`src/rtl/dpfp_divider_seq_if.sv`:
```
`timescale 1ns/1ps
`default_nettype none
// ============================================================================
// Module   : dpfp_divider_seq_if
// Purpose  : Start/busy/done handshake bundle for the sequential DP divider.
//            master = requester (drives start, a, b)
//            slave  = divider   (drives busy, done, result, div_zero, invalid)
// Ports    : start, a, b, busy, done, result, div_zero, invalid
// Revision : 1.0 - initial release
// ============================================================================
interface dpfp_divider_seq_if #(
    parameter int EXP_W  = 11,
    parameter int FRAC_W = 52
);
    localparam int c_W = EXP_W + FRAC_W + 1;

    logic           start;
    logic [c_W-1:0] a;
    logic [c_W-1:0] b;
    logic           busy;
    logic           done;
    logic [c_W-1:0] result;
    logic           div_zero;
    logic           invalid;

    modport master (
        output start, a, b,
        input  busy, done, result, div_zero, invalid
    );

    modport slave (
        input  start, a, b,
        output busy, done, result, div_zero, invalid
    );
endinterface
`default_nettype wire

```
`src/rtl/dpfp_divider_seq.sv`:
```
`timescale 1ns/1ps
`default_nettype none
// ============================================================================
// Module   : dpfp_divider_seq
// Purpose  : Sequential IEEE-754 double-precision divider, result = a / b.
//            Radix-2 restoring mantissa division (one quotient bit per
//            clock), round-to-nearest-even, denormal inputs flushed to zero,
//            no subnormal outputs.
// Ports    : clk      - rising-edge clock
//            rst_n    - asynchronous active-low reset
//            bus      - slave side of dpfp_divider_seq_if
//                       (start/a/b in; busy/done/result/div_zero/invalid out)
// Revision : 1.0 - initial release
// ============================================================================
module dpfp_divider_seq #(
    parameter int EXP_W  = 11,
    parameter int FRAC_W = 52
) (
    input  wire logic            clk,
    input  wire logic            rst_n,
    dpfp_divider_seq_if.slave    bus
);
    localparam int c_W     = EXP_W + FRAC_W + 1;
    localparam int c_MW    = FRAC_W + 1;          // mantissa incl. hidden bit
    localparam int c_QN    = FRAC_W + 3;          // quotient bits
    localparam int c_EW    = EXP_W + 2;           // signed working exponent
    localparam int c_CNT_W = $clog2(c_QN + 1);
    localparam int c_BIAS  = 2**(EXP_W-1) - 1;

    localparam logic signed [c_EW-1:0] c_EXP_MAX  = c_EW'((2**EXP_W) - 1);
    localparam logic signed [c_EW-1:0] c_EXP_ZERO = '0;
    localparam logic signed [c_EW-1:0] c_EXP_ONE  = c_EW'(1);
    localparam logic [c_W-1:0] c_QNAN = {1'b0, {EXP_W{1'b1}}, 1'b1, {(FRAC_W-1){1'b0}}};

    localparam logic [2:0] c_ST_IDLE  = 3'd0;
    localparam logic [2:0] c_ST_CHECK = 3'd1;
    localparam logic [2:0] c_ST_DIV   = 3'd2;
    localparam logic [2:0] c_ST_NORM  = 3'd3;
    localparam logic [2:0] c_ST_ROUND = 3'd4;
    localparam logic [2:0] c_ST_DONE  = 3'd5;

    logic [2:0]              r_state;
    logic [2:0]              w_state_nxt;
    logic [c_W-1:0]          r_a;
    logic [c_W-1:0]          r_b;
    logic                    r_sign;
    logic signed [c_EW-1:0]  r_exp;
    logic [c_QN-1:0]         r_rem;
    logic [c_MW-1:0]         r_div;
    logic [c_QN-1:0]         r_q;
    logic [c_CNT_W-1:0]      r_cnt;
    logic                    r_sticky;
    logic [c_W-1:0]          r_result;
    logic                    r_busy;
    logic                    r_done;
    logic                    r_dz;
    logic                    r_inv;

    // ------------------------------------------------------------------
    // Operand classification (from captured operands)
    // ------------------------------------------------------------------
    logic [EXP_W-1:0]  w_ea, w_eb;
    logic [FRAC_W-1:0] w_fa, w_fb;
    logic w_a_zero, w_b_zero, w_a_inf, w_b_inf, w_a_nan, w_b_nan, w_sign;
    logic signed [c_EW-1:0] w_exp_init;
    logic [c_W-1:0] w_inf_chk, w_zero_chk;

    assign w_ea     = r_a[c_W-2 -: EXP_W];
    assign w_eb     = r_b[c_W-2 -: EXP_W];
    assign w_fa     = r_a[FRAC_W-1:0];
    assign w_fb     = r_b[FRAC_W-1:0];
    // Exponent field of zero means zero: denormals are flushed.
    assign w_a_zero = (w_ea == '0);
    assign w_b_zero = (w_eb == '0);
    assign w_a_inf  = (&w_ea) && (w_fa == '0);
    assign w_b_inf  = (&w_eb) && (w_fb == '0);
    assign w_a_nan  = (&w_ea) && (w_fa != '0);
    assign w_b_nan  = (&w_eb) && (w_fb != '0);
    assign w_sign   = r_a[c_W-1] ^ r_b[c_W-1];

    assign w_exp_init = c_EW'({2'b00, w_ea}) - c_EW'({2'b00, w_eb}) + c_EW'(c_BIAS);
    assign w_inf_chk  = {w_sign, {EXP_W{1'b1}}, {FRAC_W{1'b0}}};
    assign w_zero_chk = {w_sign, {(c_W-1){1'b0}}};

    // ------------------------------------------------------------------
    // Restoring division step. The remainder always stays below twice the
    // divisor, so two extra bits above the mantissa are enough headroom.
    // ------------------------------------------------------------------
    logic            w_ge;
    logic [c_QN-1:0] w_rem_sub;

    assign w_ge      = (r_rem >= {2'b00, r_div});
    assign w_rem_sub = w_ge ? (r_rem - {2'b00, r_div}) : r_rem;

    // ------------------------------------------------------------------
    // Round-to-nearest-even on the normalised quotient
    // ------------------------------------------------------------------
    logic [c_MW-1:0]        w_mant;
    logic                   w_guard, w_stk, w_rup, w_carry;
    logic [c_MW:0]          w_mant_inc;
    logic [FRAC_W-1:0]      w_frac_fin;
    logic signed [c_EW-1:0] w_exp_rnd;
    logic [c_W-1:0]         w_res_rnd;

    assign w_mant     = r_q[c_QN-1:2];
    assign w_guard    = r_q[1];
    assign w_stk      = r_sticky | r_q[0];
    assign w_rup      = w_guard & (w_stk | w_mant[0]);
    assign w_mant_inc = {1'b0, w_mant} + (c_MW+1)'(w_rup);
    assign w_carry    = w_mant_inc[c_MW];
    // On carry-out the mantissa is exactly 2.0, so dropping the LSB is the shift.
    assign w_frac_fin = w_carry ? w_mant_inc[c_MW-1:1] : w_mant_inc[FRAC_W-1:0];
    assign w_exp_rnd  = w_carry ? (r_exp + c_EXP_ONE) : r_exp;

    always_comb begin
        w_res_rnd = {r_sign, w_exp_rnd[EXP_W-1:0], w_frac_fin};
        if (w_exp_rnd >= c_EXP_MAX) begin
            w_res_rnd = {r_sign, {EXP_W{1'b1}}, {FRAC_W{1'b0}}};
        end else if (w_exp_rnd <= c_EXP_ZERO) begin
            w_res_rnd = {r_sign, {(c_W-1){1'b0}}};
        end
    end

    // ------------------------------------------------------------------
    // Next-state logic
    // ------------------------------------------------------------------
    logic w_special;
    assign w_special = w_a_nan | w_b_nan | w_a_zero | w_b_zero | w_a_inf | w_b_inf;

    always_comb begin
        w_state_nxt = r_state;
        case (r_state)
            c_ST_IDLE:  if (bus.start) w_state_nxt = c_ST_CHECK;
            c_ST_CHECK: w_state_nxt = w_special ? c_ST_DONE : c_ST_DIV;
            c_ST_DIV:   if (r_cnt == c_CNT_W'(1)) w_state_nxt = c_ST_NORM;
            c_ST_NORM:  w_state_nxt = c_ST_ROUND;
            c_ST_ROUND: w_state_nxt = c_ST_DONE;
            c_ST_DONE:  w_state_nxt = c_ST_IDLE;
            default:    w_state_nxt = c_ST_IDLE;
        endcase
    end

    // ------------------------------------------------------------------
    // State register and datapath
    // ------------------------------------------------------------------
    always_ff @(posedge clk or negedge rst_n) begin
        if (!rst_n) begin
            r_state  <= c_ST_IDLE;
            r_a      <= '0;
            r_b      <= '0;
            r_sign   <= 1'b0;
            r_exp    <= '0;
            r_rem    <= '0;
            r_div    <= '0;
            r_q      <= '0;
            r_cnt    <= '0;
            r_sticky <= 1'b0;
            r_result <= '0;
            r_busy   <= 1'b0;
            r_done   <= 1'b0;
            r_dz     <= 1'b0;
            r_inv    <= 1'b0;
        end else begin
            r_state <= w_state_nxt;
            r_done  <= 1'b0;
            case (r_state)
                c_ST_IDLE: begin
                    if (bus.start) begin
                        r_a    <= bus.a;
                        r_b    <= bus.b;
                        r_busy <= 1'b1;
                        r_dz   <= 1'b0;
                        r_inv  <= 1'b0;
                    end
                end
                c_ST_CHECK: begin
                    r_sign <= w_sign;
                    if (w_a_nan || w_b_nan) begin
                        r_result <= c_QNAN;
                    end else if ((w_a_zero && w_b_zero) || (w_a_inf && w_b_inf)) begin
                        r_result <= c_QNAN;
                        r_inv    <= 1'b1;
                    end else if (w_b_zero && !w_a_inf) begin
                        r_result <= w_inf_chk;
                        r_dz     <= 1'b1;
                    end else if (w_a_inf) begin
                        r_result <= w_inf_chk;
                    end else if (w_b_inf || w_a_zero) begin
                        r_result <= w_zero_chk;
                    end else begin
                        r_exp <= w_exp_init;
                        r_rem <= {2'b00, 1'b1, w_fa};
                        r_div <= {1'b1, w_fb};
                        r_q   <= '0;
                        r_cnt <= c_CNT_W'(c_QN);
                    end
                end
                c_ST_DIV: begin
                    r_q   <= {r_q[c_QN-2:0], w_ge};
                    r_rem <= w_rem_sub << 1;
                    r_cnt <= r_cnt - c_CNT_W'(1);
                end
                c_ST_NORM: begin
                    // Quotient lies in (0.5, 2): at most one left shift.
                    if (!r_q[c_QN-1]) begin
                        r_q   <= r_q << 1;
                        r_exp <= r_exp - c_EXP_ONE;
                    end
                    r_sticky <= (r_rem != '0);
                end
                c_ST_ROUND: begin
                    r_result <= w_res_rnd;
                end
                c_ST_DONE: begin
                    r_done <= 1'b1;
                    r_busy <= 1'b0;
                end
                default: begin
                end
            endcase
        end
    end

    assign bus.busy     = r_busy;
    assign bus.done     = r_done;
    assign bus.result   = r_result;
    assign bus.div_zero = r_dz;
    assign bus.invalid  = r_inv;

endmodule
`default_nettype wire
```
`src/flat_wrapper.sv`:
```
// flat-port wrapper written by rule: the top's interface ports become plain ports
module dpfp_divider_seq_flat 
#(
    parameter int EXP_W  = 11,
    parameter int FRAC_W = 52
)
  (clk, rst_n, bus_start, bus_a, bus_b, bus_busy, bus_done, bus_result, bus_div_zero, bus_invalid);
  dpfp_divider_seq_if #(.EXP_W(EXP_W), .FRAC_W(FRAC_W)) bus_i ();
  input  wire logic clk;
  input  wire logic rst_n;
  input wire logic [$bits(bus_i.start)-1:0] bus_start;
  input wire logic [$bits(bus_i.a)-1:0] bus_a;
  input wire logic [$bits(bus_i.b)-1:0] bus_b;
  output wire logic [$bits(bus_i.busy)-1:0] bus_busy;
  output wire logic [$bits(bus_i.done)-1:0] bus_done;
  output wire logic [$bits(bus_i.result)-1:0] bus_result;
  output wire logic [$bits(bus_i.div_zero)-1:0] bus_div_zero;
  output wire logic [$bits(bus_i.invalid)-1:0] bus_invalid;
  assign bus_i.start = bus_start;
  assign bus_i.a = bus_a;
  assign bus_i.b = bus_b;
  assign bus_busy = bus_i.busy;
  assign bus_done = bus_i.done;
  assign bus_result = bus_i.result;
  assign bus_div_zero = bus_i.div_zero;
  assign bus_invalid = bus_i.invalid;
  dpfp_divider_seq #(.EXP_W(EXP_W), .FRAC_W(FRAC_W)) u_core (.clk(clk), .rst_n(rst_n), .bus(bus_i));
endmodule
```
`config.mk`:
```
export PLATFORM = sky130hd
export DESIGN_NAME = dpfp_divider_seq_flat
export DESIGN_NICKNAME = d
export VERILOG_FILES = /design/src/rtl/dpfp_divider_seq_if.sv /design/src/rtl/dpfp_divider_seq.sv /design/src/flat_wrapper.sv
export SDC_FILE = /design/constraint.sdc
export NUM_CORES = 1
export LEC_CHECK = 0
export CAP_MARGIN = 40
export CELL_PAD_IN_SITES_DETAIL_PLACEMENT = 1
export CELL_PAD_IN_SITES_GLOBAL_PLACEMENT = 2
export CORE_MARGIN = 1
export CORE_UTILIZATION = 37
export CTS_CLUSTER_SIZE = 14
export DETAILED_ROUTE_END_ITERATION = 8
export PLACE_DENSITY_LB_ADDON = 0.12
export SLEW_MARGIN = 20
export SYNTH_ARGS = -nofsm -noshare
export SYNTH_HDL_FRONTEND = slang
export SYNTH_SLANG_ARGS = --single-unit
```
`constraint.sdc`:
```
create_clock -name clk -period 4.4 [get_ports clk]
set_input_delay 0.44 -clock clk [delete_from_list [all_inputs] [get_ports clk]]
set_output_delay 0.44 -clock clk [all_outputs]
set_load 0.1 [all_outputs]
```
* Word level (Yosys, flattened, before mapping) *
Index checks and enable logic that the tools add are counted.
Widths: inputs -> output; s select.

storage, ports and cells
  flip-flop bits (word level) = 383
  input bits = 131
  output and inout port bits = 68
  logic and storage cells = 147

operators by class
  $add $sub $neg = 7
  order comparisons = 3
  equality and inequality tests = 17
  multiplexer cells = 52
  bitwise gates (word level) = 14
  reduce and logical (&&, ||, !) cells = 38

operators by type and width
  cell                    number
  $mux 55                 11
  $mux 64                 5
  $pmux 55 s3             1
  $pmux 64 s2             1
  $mux 63                 2
  $pmux 55 s2             1
  $logic_not 52->1        2
  $reduce_bool 52->1      2
  $mux 13                 7
  $ge 55x53->1            1
  $reduce_bool 55->1      1
  $add 53x1->54           1
  $mux 54                 1
  $sub 54x53->54          1
  $mux 52                 1
  $mux 6                  5
  $pmux 13 s2             1
  $logic_not 11->1        2
  $reduce_and 11->1       2
  $reduce_and 6->1        3
  $pmux 3 s5              1
  $ne 2x2->1 const B      7
  $reduce_and 7->1        2
  $add 13x10->13 const B  1
  other kinds (29)        69

* Logic depth before layout (Yosys ltp) *
Gate-level depths: netlist of run 1.

  word-level depth = 9
  depth in mapped cells = 15
  gate-level depth less buffers = 13

* Least setup slack after synthesis of run 1 *
No wires, ideal clock.

  kind = register to register
  from = register u_core.r_q[31]
  to = register u_core.r_result[36] (netlist: u_core.bus.result[36])
  library setup time = 74 ps
  data arrival time = 3248 ps
  required time = 4326 ps
  setup slack = 1078 ps
  cell stages (with the launch flop) = 15
  path buffers = 5
  clock period less this slack = 3322 ps
  path through = dfrtp_1 -> buf_4 -> and4_1 -> buf_4 -> nand3_4 -> or4_1 -> buf_2 -> or2_1 -> o31a_1 -> a31o_1 -> and4_4 -> or4b_1 -> buf_2 -> buf_6 -> o21ai_2

between the ends
  word-level cells in the longest chain between the ends = 6
  elaborated cells on any way between the ends = 8
  those cells by class = 1 x add/sub; 2 x order compare; 5 x mux

RTL lines
  what                      RTL line                 source
  start: declaration        dpfp_divider_seq.sv:50   logic [c_QN-1:0] r_q;
  start signal: assignment  dpfp_divider_seq.sv:199  r_q <= {r_q[c_QN-2:0], w_ge};
  start signal: assignment  dpfp_divider_seq.sv:206  r_q <= r_q << 1;
  $add 53x1->54 *           dpfp_divider_seq.sv:109  assign w_mant_inc = {1'b0, w_mant} + (c_MW+1)'(w_rup);
  $mux 13                   dpfp_divider_seq.sv:113  assign w_exp_rnd = w_carry ? (r_exp + c_EXP_ONE) : r_exp;
  $le 13x1->1               dpfp_divider_seq.sv:119  end else if (w_exp_rnd <= c_EXP_ZERO) begin
  $mux 63                   dpfp_divider_seq.sv:119
  $mux 63 *                 dpfp_divider_seq.sv:117  if (w_exp_rnd >= c_EXP_MAX) begin
  $pmux 64 s2 *             dpfp_divider_seq.sv:166  case (r_state)
  end signal: assignment    dpfp_divider_seq.sv:179  r_result <= c_QNAN;
  end signal: assignment    dpfp_divider_seq.sv:181  r_result <= c_QNAN;
  end signal: assignment    dpfp_divider_seq.sv:184  r_result <= w_inf_chk;
  end: declaration          dpfp_divider_seq.sv:53   logic [c_W-1:0] r_result;

Mark *: on every way between the ends. The rest lies on a longest branch, timed or not.
A chain may end at the register's enable or synchronous reset.

* Final worst setup path of run 1 *
  from = register u_core.r_q[5]
  to = register u_core.r_result[22] (netlist: u_core.bus.result[22])

The elaborated chain is that of the path after synthesis.

==> run summary, run 1 <==
Ports -> 199
Setup Viol. Count Final -> 0
Fin Setup TNS -> 0 ps
Final Wtd Congestion -> 0.878
fmax -> 257 MHz
syn_nets -> 2439
Min-Delay Path Class -> input pin to register
final WL -> 70.4 mm
area of the multi-input gates -> 10900 sq um
Initial Util -> 37.7%
Max rail drop VDD -> 430 uV
final antenna diode count -> 0
WL per Instance -> 21.7 microns
share of cells above drive strength 1 -> 13.8%
Syn Area/Cell -> 9.56 sq um
setup slack, reg-to-reg -> 520 ps
CP max FO -> 25
status -> complete, no violations
initial antenna violation count -> 1
Reg2Reg Launch Point -> u_core.r_q[5]$_DFFE_PN0P_
Arr. time, crit path -> 4320 ps
vias in the first global route -> 19.4k
Via density -> 5.62
DRC violations left -> 0
minimum clock period -> 3880 ps
Leak -> 11.3 nW
unrepaired setup endpoints after global routing -> no
first-pass GRT wire length -> 113 mm
Rel. slew slack -> 38.4%
RR Endpoint -> u_core.bus.result[22]$_DFFE_PN0P_
DRT iter0 DRCs -> 921
Power Density -> 853 nW/um^2
Final Skew -> 16.1 ps
final net count -> 2664
crit start category -> register
clock sinks -> 383
FP Rows -> 87
Netlist cell types -> 86
overall die width -> 242 microns
Syn. warnings -> 0
crit path capture -> u_core.bus.result[22]$_DFFE_PN0P_
Reg area -> 9580 sq um
path type of the worst setup path -> register to register
post-route ant nets -> 0
Mapped Cells -> 2236
Tcrit/Tclk final -> 88.3%
die area -> 58700 sq um
Worst-path clk slew -> 60 ps
Core ar. -> 56700 sq um
Main synth FF type -> dfrtp_1
DR vias -> 18.2k
PortBufs -> 198
Worst Setup SP -> u_core.r_q[5]$_DFFE_PN0P_
fin. max-slew vios -> 0
Seq/Total Area, Yosys -> 44.9%
synthesis-stage register bit count -> 383
fraction of registers with async set/reset -> 100%
Clk Latency, worst-skew pair -> 580 ps
Root Driver -> clkbuf_16
largest net degree at the start of global routing -> 157
CP endpoint kind -> register
number of flops mapped to enable cells by yosys -> 0
TritonCTS clock tree -> done
dpl hpwl -> 53.0 mm
area grow syn2layout -> 25.7%
total iterations of the first detailed-routing run -> 7
Slew @ Worst Pin -> 924 ps
worst path required time -> 4840 ps
Post-CTS Setup Bufs -> 0
R2R cell count -> 10
Chip Height -> 242 microns
CTS Buffer Depth -> 3
max cap viols -> 0
GR Overflow Total -> 0
final hold violations -> 0
fill cell count -> 6266
final core occ -> 47.3%
Post-Syn Area -> 21400 sq um
Tot GR Track Use -> 24.1%
cts bufs inserted -> 45
htree depth -> 2
[worst max-delay path, cell delays in order (launching register included)]
cell,delay (ps)
dfrtp_1,450
and4_1,360
nand4_4,220
or3_1,580
nor4b_1,350
o211ai_1,120
or4_1,550
o31ai_2,350
or4b_1,190
buf_4,360
o21ai_0,170
[area by class of cell]
| type | count | share of cell area (%) |
|---|---|---|
| multi-input combinational | 1628 | 40.8 |
| sequential | 383 | 35.7 |
| timing repair buffer | 304 | 12.9 |
| clock buffer | 61 | 4.83 |
| tap | 756 | 3.52 |
| inverter | 99 | 1.38 |
| clock inverter | 18 | 0.923 |
[Yosys cell counts (7+ instances only)]
| master | count | area share [%] |
|---|---|---|
| mux2_2 | 119 | 6.3 |
| and2_1 | 10 | 0.29 |
| nor2b_1 | 11 | 0.32 |
| nand2_1 | 253 | 4.4 |
| a21o_1 | 26 | 0.91 |
| a211oi_1 | 7 | 0.25 |
| nand2b_1 | 10 | 0.29 |
| or3_1 | 12 | 0.35 |
| inv_1 | 99 | 1.7 |
| a22o_1 | 76 | 3.1 |
| dfrtp_1 | 383 | 45 |
| clkbuf_1 | 107 | 1.9 |
| nor2_1 | 121 | 2.1 |
| xor2_1 | 58 | 2.4 |
| and4_1 | 9 | 0.37 |
| nor3_1 | 45 | 1.1 |
| a21oi_1 | 126 | 3.0 |
| nor4_1 | 62 | 1.8 |
| and3_1 | 20 | 0.59 |
| o32ai_1 | 9 | 0.37 |
| o221ai_1 | 7 | 0.29 |
| ha_1 | 70 | 4.1 |
| a222oi_1 | 16 | 0.75 |
| a22oi_1 | 35 | 1.2 |
| buf_1 | 7 | 0.12 |
| mux2i_1 | 18 | 0.84 |
| o21ai_0 | 190 | 4.4 |
| o21ai_2 | 20 | 0.82 |
| xnor2_1 | 70 | 2.9 |
| nand4_1 | 52 | 1.5 |
| a31oi_1 | 8 | 0.23 |
| nand3_1 | 48 | 1.1 |
| o21bai_1 | 8 | 0.28 |
| o21a_1 | 13 | 0.46 |
[registers in the layout, indices dropped and copies added, names as in the netlist]
register / flops
u_core.r_rem: 55
u_core.r_a: 64
u_core.bus.result: 64
u_core.r_cnt: 6
u_core.bus.done: 1
u_core.r_q: 55
u_core.r_b: 64
u_core.r_state: 3
u_core.r_sticky: 1
u_core.bus.invalid: 1
u_core.bus.busy: 1
u_core.r_div: 53
u_core.r_sign: 1
u_core.r_exp: 13
u_core.bus.div_zero: 1
[repair_timing]
| item | CTS | global route |
|---|---|---|
| endpoints found under the hold margin | 93 | 0 |
| gates resized for setup | 0 | 0 |
| hold buffers | 1 | 0 |
[where the power goes]
group          switching [mW]  total (mW)  internal, mW
Clock                    1.57        3.93          2.36
Sequential               1.48        6.36          4.88
Combinational            7.60        12.6          5.00
Total                    10.7        22.9          12.2
[cell usage in the layout, fill, tap and decap left out, types with 61 or more instances in the layout]
master / netlist / layout
a22o_1: 76 / 76
buf_8: 0 / 63
xnor2_1: 70 / 70
nor2_1: 121 / 119
o21ai_0: 190 / 190
a21oi_1: 126 / 125
inv_1: 99 / 99
nor4_1: 62 / 61
dfrtp_1: 383 / 383
mux2_2: 119 / 119
ha_1: 70 / 70
clkdlybuf4s50_1: 0 / 197
nand2_1: 253 / 253
[layer usage]
metal / global-route usage, % / share of wire [%]
met3: 3.18 / 3.4
met5: 0 / 0.018
met4: 9.57 / 3.9
met2: 41.2 / 49
met1: 30.9 / 43
[metrics by stage]
stage / instance area [sq um] / hold WS, ps / std cells / power [mW] / setup slack, ps
2_1_floorplan: 21400 / 144 / 2236 / 14.8 / 1080
5_1_grt: 26900 / 421 / 3249 / 24.6 / 231
6_report: 26900 / 425 / 3249 / 22.9 / 516
3_5_place_dp: 25300 / 443 / 3167 / 19.0 / 511
4_1_cts: 26800 / 405 / 3247 / 23.0 / 492
3_3_place_gp: 24100 / 436 / 3096 / 18.3 / 609
[worst min path at each step]
stage / start / end / depth (start not counted) / slack [ps]
finish: bus_b[58] / u_core.r_b[58]$_DFFE_PN0P_ / 3 / 430
global route: bus_b[58] / u_core.r_b[58]$_DFFE_PN0P_ / 3 / 420
CTS: bus_b[58] / u_core.r_b[58]$_DFFE_PN0P_ / 3 / 400
detailed placement: u_core.r_div[52]$_DFFE_PN0P_ / u_core.r_div[52]$_DFFE_PN0P_ / 2 / 440
global placement: u_core.r_div[52]$_DFFE_PN0P_ / u_core.r_div[52]$_DFFE_PN0P_ / 2 / 440
floorplan: rst_n / u_core.bus.busy$_DFFE_PN0P_ / 0 / 140
[cells by family after synthesis]
family	after synthesis	share of synthesized area, %
multiplexers	137	7.11
AO/OA/AOI/OAI	607	18.8
flip-flops	383	44.9
XOR/XNOR	128	5.25
AND/OR/NAND/NOR	684	15.6
adder cells (fa/ha/maj)	72	4.29
buffers and inverters	225	4.15
No activity file was read; power rests on OpenSTA's default activity.
==> inputs of run 2 (changes only) <==
--- a/config.mk
+++ b/config.mk
@@ -6,12 +6,13 @@
 export NUM_CORES = 1
 export LEC_CHECK = 0
 export CAP_MARGIN = 40
-export CELL_PAD_IN_SITES_DETAIL_PLACEMENT = 1
+export CELL_PAD_IN_SITES_DETAIL_PLACEMENT = 2
 export CELL_PAD_IN_SITES_GLOBAL_PLACEMENT = 2
 export CORE_MARGIN = 1
-export CORE_UTILIZATION = 37
+export CORE_UTILIZATION = 41
 export CTS_CLUSTER_SIZE = 14
 export DETAILED_ROUTE_END_ITERATION = 8
+export DONT_BUFFER_PORTS = 1
 export PLACE_DENSITY_LB_ADDON = 0.12
 export SLEW_MARGIN = 20
 export SYNTH_ARGS = -nofsm -noshare
==> run summary, run 2 (synthesis gave the netlist of run 1 again) <==
status -> complete, but fails checks
failing checks -> hold timing
vias in the first global route -> 21.7k
final net count -> 2647
Clk Latency, worst-skew pair -> 640 ps
PortBufs -> 0
FP Rows -> 83
cts bufs inserted -> 45
path type of the worst setup path -> register to register
Max rail drop VDD -> 539 uV
dpl hpwl -> 58.9 mm
CP max FO -> 25
Place WS -> 213 ps
most common cell after layout, fill and taps aside -> dfrtp_1
Initial Util -> 41.6%
WL per Instance -> 30.0 microns
crit start category -> register
Fin Hold WS -> -501 ps
R2R cell count -> 10
CP max-delay cell -> or4b_1
Power Density -> 905 nW/um^2
Root Driver -> clkbuf_16
largest net degree at the start of global routing -> 384
overall die width -> 230 microns
max cap viols -> 0
Fin Setup TNS -> 0 ps
CTS Buffer Depth -> 3
Reg2Reg Launch Point -> u_core.r_q[25]$_DFFE_PN0P_
GR Overflow Total -> 0
Rel. slew slack -> 9.41%
die area -> 53000 sq um
Worst path most repeated cell -> nand4_1
delay-heaviest family, CP -> simple AND/OR/NAND/NOR gates
CP endpoint kind -> register
Final Wtd Congestion -> 0.886
Min-Delay Path Class -> input pin to asynchronous set/reset pin
final hold violations -> 383
final worst-path setup slack -> 52.5 ps
area grow syn2layout -> 26.4%
DR vias -> 19.7k
crit-path cells -> and4_1 -> nand4_1 -> nor4_4 -> nand4_1 -> or3_1 -> a31oi_1 -> o31ai_4 -> or4b_1 -> buf_6 -> o21ai_0
Chip Height -> 230 microns
Ports -> 199
DRC violations left -> 0
Tot GR Track Use -> 33.3%
Arr. time, crit path -> 4850 ps
setup slack, reg-to-reg -> 50 ps
Leak -> 11.4 nW
share of cells above drive strength 1 -> 13.9%
total iterations of the first detailed-routing run -> 5
final WL -> 94.8 mm
most used routing layer -> met2
fin. max-slew vios -> 0
met2 Usage GRT -> 60.7%
htree depth -> 2
Core ar. -> 51400 sq um
Slew @ Worst Pin -> 1360 ps
post-route ant nets -> 0
initial antenna violation count -> 0
minimum clock period -> 4350 ps
CP Buf/Inv Count -> 1
DRT iter0 DRCs -> 1404
Via density -> 6.23
Setup Viol. Count Final -> 0
TritonCTS clock tree -> done
met1 usage -> 39.0%
fill cell count -> 5078
Final Skew -> 50.4 ps
first-pass GRT wire length -> 135 mm
clock sinks -> 383
RR Endpoint -> u_core.bus.result[20]$_DFFE_PN0P_
worst path required time -> 4900 ps
hold-fix buffers at CTS -> 128
Power Total -> 24.4 mW
met3 usage -> 4.22%
CP peak stage delay -> 610 ps
most frequent cells in the layout -> dfrtp_1, nand2_1, o21ai_0, dlygate4sd3_1, a21oi_1
fmax -> 230 MHz
Worst-path clk slew -> 70 ps
Tcrit/Tclk final -> 98.8%
run 2: cell types whose count changed in the layout (fill, tap and decap cells not counted), moves of 3 or more:
cell | before | now
dlygate4sd3_1 | 1 | 128
buf_1 | 0 | 35
clkbuf_16 | 45 | 51
inv_16 | 0 | 3
buf_16 | 7 | 60
buf_8 | 63 | 0
clkdlybuf4s50_1 | 197 | 0
clkbuf_8 | 11 | 8
clkbuf_1 | 5 | 27
run 2: how the worst max path moves through the flow:
stage                               start                           endpoint  cells past startpoint
2_1_floorplan  u_core.r_q[31]$_DFFE_PN0P_  u_core.bus.result[36]$_DFFE_PN0P_                     14
4_1_cts        u_core.r_q[25]$_DFFE_PN0P_  u_core.bus.result[20]$_DFFE_PN0P_                     10
3_5_place_dp   u_core.r_q[25]$_DFFE_PN0P_  u_core.bus.result[20]$_DFFE_PN0P_                     10
3_3_place_gp   u_core.r_q[31]$_DFFE_PN0P_  u_core.bus.result[20]$_DFFE_PN0P_                     10
5_1_grt        u_core.r_q[12]$_DFFE_PN0P_  u_core.bus.result[20]$_DFFE_PN0P_                     10
6_report       u_core.r_q[25]$_DFFE_PN0P_  u_core.bus.result[20]$_DFFE_PN0P_                     10
run 2: layout make-up:
cell class                 instances  area (sq um)  area share [%]
multi-input combinational       1628         11000            40.6
inverter                          99           372            1.38
clock buffer                      61          1270            4.69
clock inverter                    21           305            1.13
sequential                       383          9590            35.5
tap                              680           851            3.15
antenna                            1          2.50         0.00926
timing repair buffer             287          3660            13.5
run 2: timing repair:
item | CTS | global route
setup buffers | 0 | 2
setup endpoints to repair | 0 | 37
gates resized for setup | 0 | 6
endpoints found under the hold margin | 511 | 383
run 2: report_power, final:
group          internal [mW]  switching (mW)
clock network           2.40            1.79
registers               4.88            1.85
logic                   5.16            8.37
run 2: worst register-to-register path: stages, from the launching register on:
cell and delay, ps:
dfrtp_2 510, and4_1 390, nand4_1 340, nor4_4 370, nand4_1 330, or3_1 490
a31oi_1 380, o31ai_4 150, or4b_1 610, buf_6 250, o21ai_0 410
run 2: layer usage:
layer / up-vias / part of all wire (%)
met5: - / 0
met4: 0 / 4.8
met3: 232 / 4.2
met2: 647 / 52
met1: 10300 / 39
li1: 8560 / -
run 2: per-stage QoR:
step / area [sq um] / utilization [%] / std cells
after global routing: 27000 / 52.5 / 3159
after floorplan: 21400 / - / 2236
after global placement: 22100 / 42.9 / 2825
after detailed placement: 23500 / 45.8 / 2909
final: 27000 / 52.5 / 3160
after CTS: 26400 / 51.3 / 3119
==> inputs of run 3 (changes only) <==
--- a/config.mk
+++ b/config.mk
@@ -10,7 +10,8 @@
 export CELL_PAD_IN_SITES_GLOBAL_PLACEMENT = 2
 export CORE_MARGIN = 1
 export CORE_UTILIZATION = 41
-export CTS_CLUSTER_SIZE = 14
+export CTS_CLUSTER_DIAMETER = 30
+export CTS_CLUSTER_SIZE = 24
 export DETAILED_ROUTE_END_ITERATION = 8
 export DONT_BUFFER_PORTS = 1
 export PLACE_DENSITY_LB_ADDON = 0.12
==> run summary, run 3 (synthesis gave the netlist of run 1 again) <==
status -> complete, but fails checks
failing checks -> hold timing, setup timing
Setup Viol. Count Final -> 13
Core ar. -> 51400 sq um
final hold violations -> 383
cell count after placement -> 2909
CP max FO -> 7
setup slack, reg-to-reg -> -330 ps
R2R cell count -> 9
Slew @ Worst Pin -> 1030 ps
clock sinks -> 383
Place WS -> 213 ps
Initial Util -> 41.6%
dpl hpwl -> 58.9 mm
overall die width -> 230 microns
post-route cell area -> 29200 sq um
Chip Height -> 230 microns
max cap viols -> 0
Via density -> 6.78
post-route ant nets -> 0
first-pass GRT wire length -> 162 mm
largest net degree at the start of global routing -> 384
delay-heaviest family, CP -> simple AND/OR/NAND/NOR gates
DRT iter0 DRCs -> 2083
Rel. slew slack -> 31.4%
initial antenna violation count -> 7
path type of the worst setup path -> register to register
post-placement cell area -> 23500 sq um
fin. max-slew vios -> 0
FP Rows -> 83
Worst-path clk slew -> 80 ps
DRC violations left -> 0
DR vias -> 22.2k
TritonCTS clock tree -> done
CP Buf/Inv Count -> 0
Reg area -> 9590 sq um
Finished Layout Cells -> 3276
Power Density -> 1050 nW/um^2
WL per Instance -> 38.0 microns
Max rail drop VDD -> 613 uV
Power Total -> 30.6 mW
final worst-path setup slack -> -332 ps
hold-fix buffers at CTS -> 129
CP endpoint kind -> register
die area -> 53000 sq um
cts bufs inserted -> 103
final net count -> 2708
area of the multi-input gates -> 11000 sq um
Clk Latency, worst-skew pair -> 720 ps
Reg2Reg Launch Point -> u_core.r_q[26]$_DFFE_PN0P_
fill cell count -> 4863
fmax -> 211 MHz
area grow syn2layout -> 36.8%
final WL -> 124 mm
unrepaired setup endpoints after global routing -> yes
share of cells above drive strength 1 -> 17.6%
total iterations of the first detailed-routing run -> 8
vias in the first global route -> 23.7k
crit start category -> register
Min-Delay Path Class -> input pin to asynchronous set/reset pin
Tcrit/Tclk final -> 108%
most frequent cells in the layout -> dfrtp_1, nand2_1, o21ai_0, dlygate4sd3_1, a21oi_1
Root Driver -> clkbuf_16
Arr. time, crit path -> 5230 ps
CTS Buffer Depth -> 3
Leak -> 12.5 nW
Final Wtd Congestion -> 0.886
Final Skew -> 63.2 ps
CP peak stage delay -> 690 ps
GR Overflow Total -> 0
crit-path cells -> and4_1 -> nand4_1 -> or4_4 -> nor4b_2 -> o211ai_1 -> or4_1 -> o31ai_4 -> a21oi_1 -> o32ai_1
CP max-delay cell -> o32ai_1
minimum clock period -> 4730 ps
worst path required time -> 4900 ps
Tot GR Track Use -> 40.8%
RR Endpoint -> u_core.bus.result[53]$_DFFE_PN0P_
Ports -> 199
Fin Hold WS -> -573 ps
htree depth -> 3
most common cell after layout, fill and taps aside -> dfrtp_1
PortBufs -> 0
==> run 3: per-stage QoR <==
| stage | setup TNS (ps) | utilization (%) |
|---|---|---|
| 4_1_cts | 0 | 55.6 |
| 6_report | -1200 | 56.9 |
| 3_5_place_dp | 0 | 45.8 |
| 2_1_floorplan | 0 | - |
| 5_1_grt | -1850 | 56.9 |
| 3_3_place_gp | 0 | 42.9 |
==> run 3: what timing repair did <==
item                                    4_1_cts  5_1_grt
buffers inserted                              0        4
hold endpoints to repair                    512      383
endpoints found under the setup margin        1       63
pin swaps                                     0        4
resized for setup                             1       18
==> run 3: area by class of cell <==
type,instances,share of cell area (%)
antenna,3,0.0257
multi-input combinational,1628,37.7
clock buffer,137,9.80
inverter,99,1.27
clock inverter,56,2.95
tap,680,2.91
timing repair buffer,290,12.6
sequential,383,32.8
==> run 3: where the power goes <==
group / leakage, nW / internal (mW) / switching, mW
clock network: 1.81 / 5.58 / 2.90
registers: 4.79 / 4.88 / 2.19
logic: 5.87 / 5.19 / 9.85
==> run 3: worst max-delay path by stage <==
stage / startpoint / end / cells past startpoint
after floorplan: u_core.r_q[31]$_DFFE_PN0P_ / u_core.bus.result[36]$_DFFE_PN0P_ / 14
after global placement: u_core.r_q[31]$_DFFE_PN0P_ / u_core.bus.result[20]$_DFFE_PN0P_ / 10
after detailed placement: u_core.r_q[25]$_DFFE_PN0P_ / u_core.bus.result[20]$_DFFE_PN0P_ / 10
after CTS: u_core.r_q[25]$_DFFE_PN0P_ / u_core.bus.result[31]$_DFFE_PN0P_ / 9
after global routing: u_core.r_q[12]$_DFFE_PN0P_ / u_core.bus.result[53]$_DFFE_PN0P_ / 10
final: u_core.r_q[26]$_DFFE_PN0P_ / u_core.bus.result[53]$_DFFE_PN0P_ / 9
==> run 3: metal layers <==
metal	global-route usage, %	vias up	part of all wire, %
met2	73.0	1457	49
met4	25.2	6	9.8
met1	44.8	11300	34
met5	0	-	0.041
li1	-	8717	-
met3	7.32	701	7.2
==> run 3: worst register-to-register path, cell delays in order (launching register included) <==
cell	delay (ps)
dfrtp_1	530
and4_1	410
nand4_1	350
or4_4	590
nor4b_2	380
o211ai_1	210
or4_1	670
o31ai_4	360
a21oi_1	340
o32ai_1	690
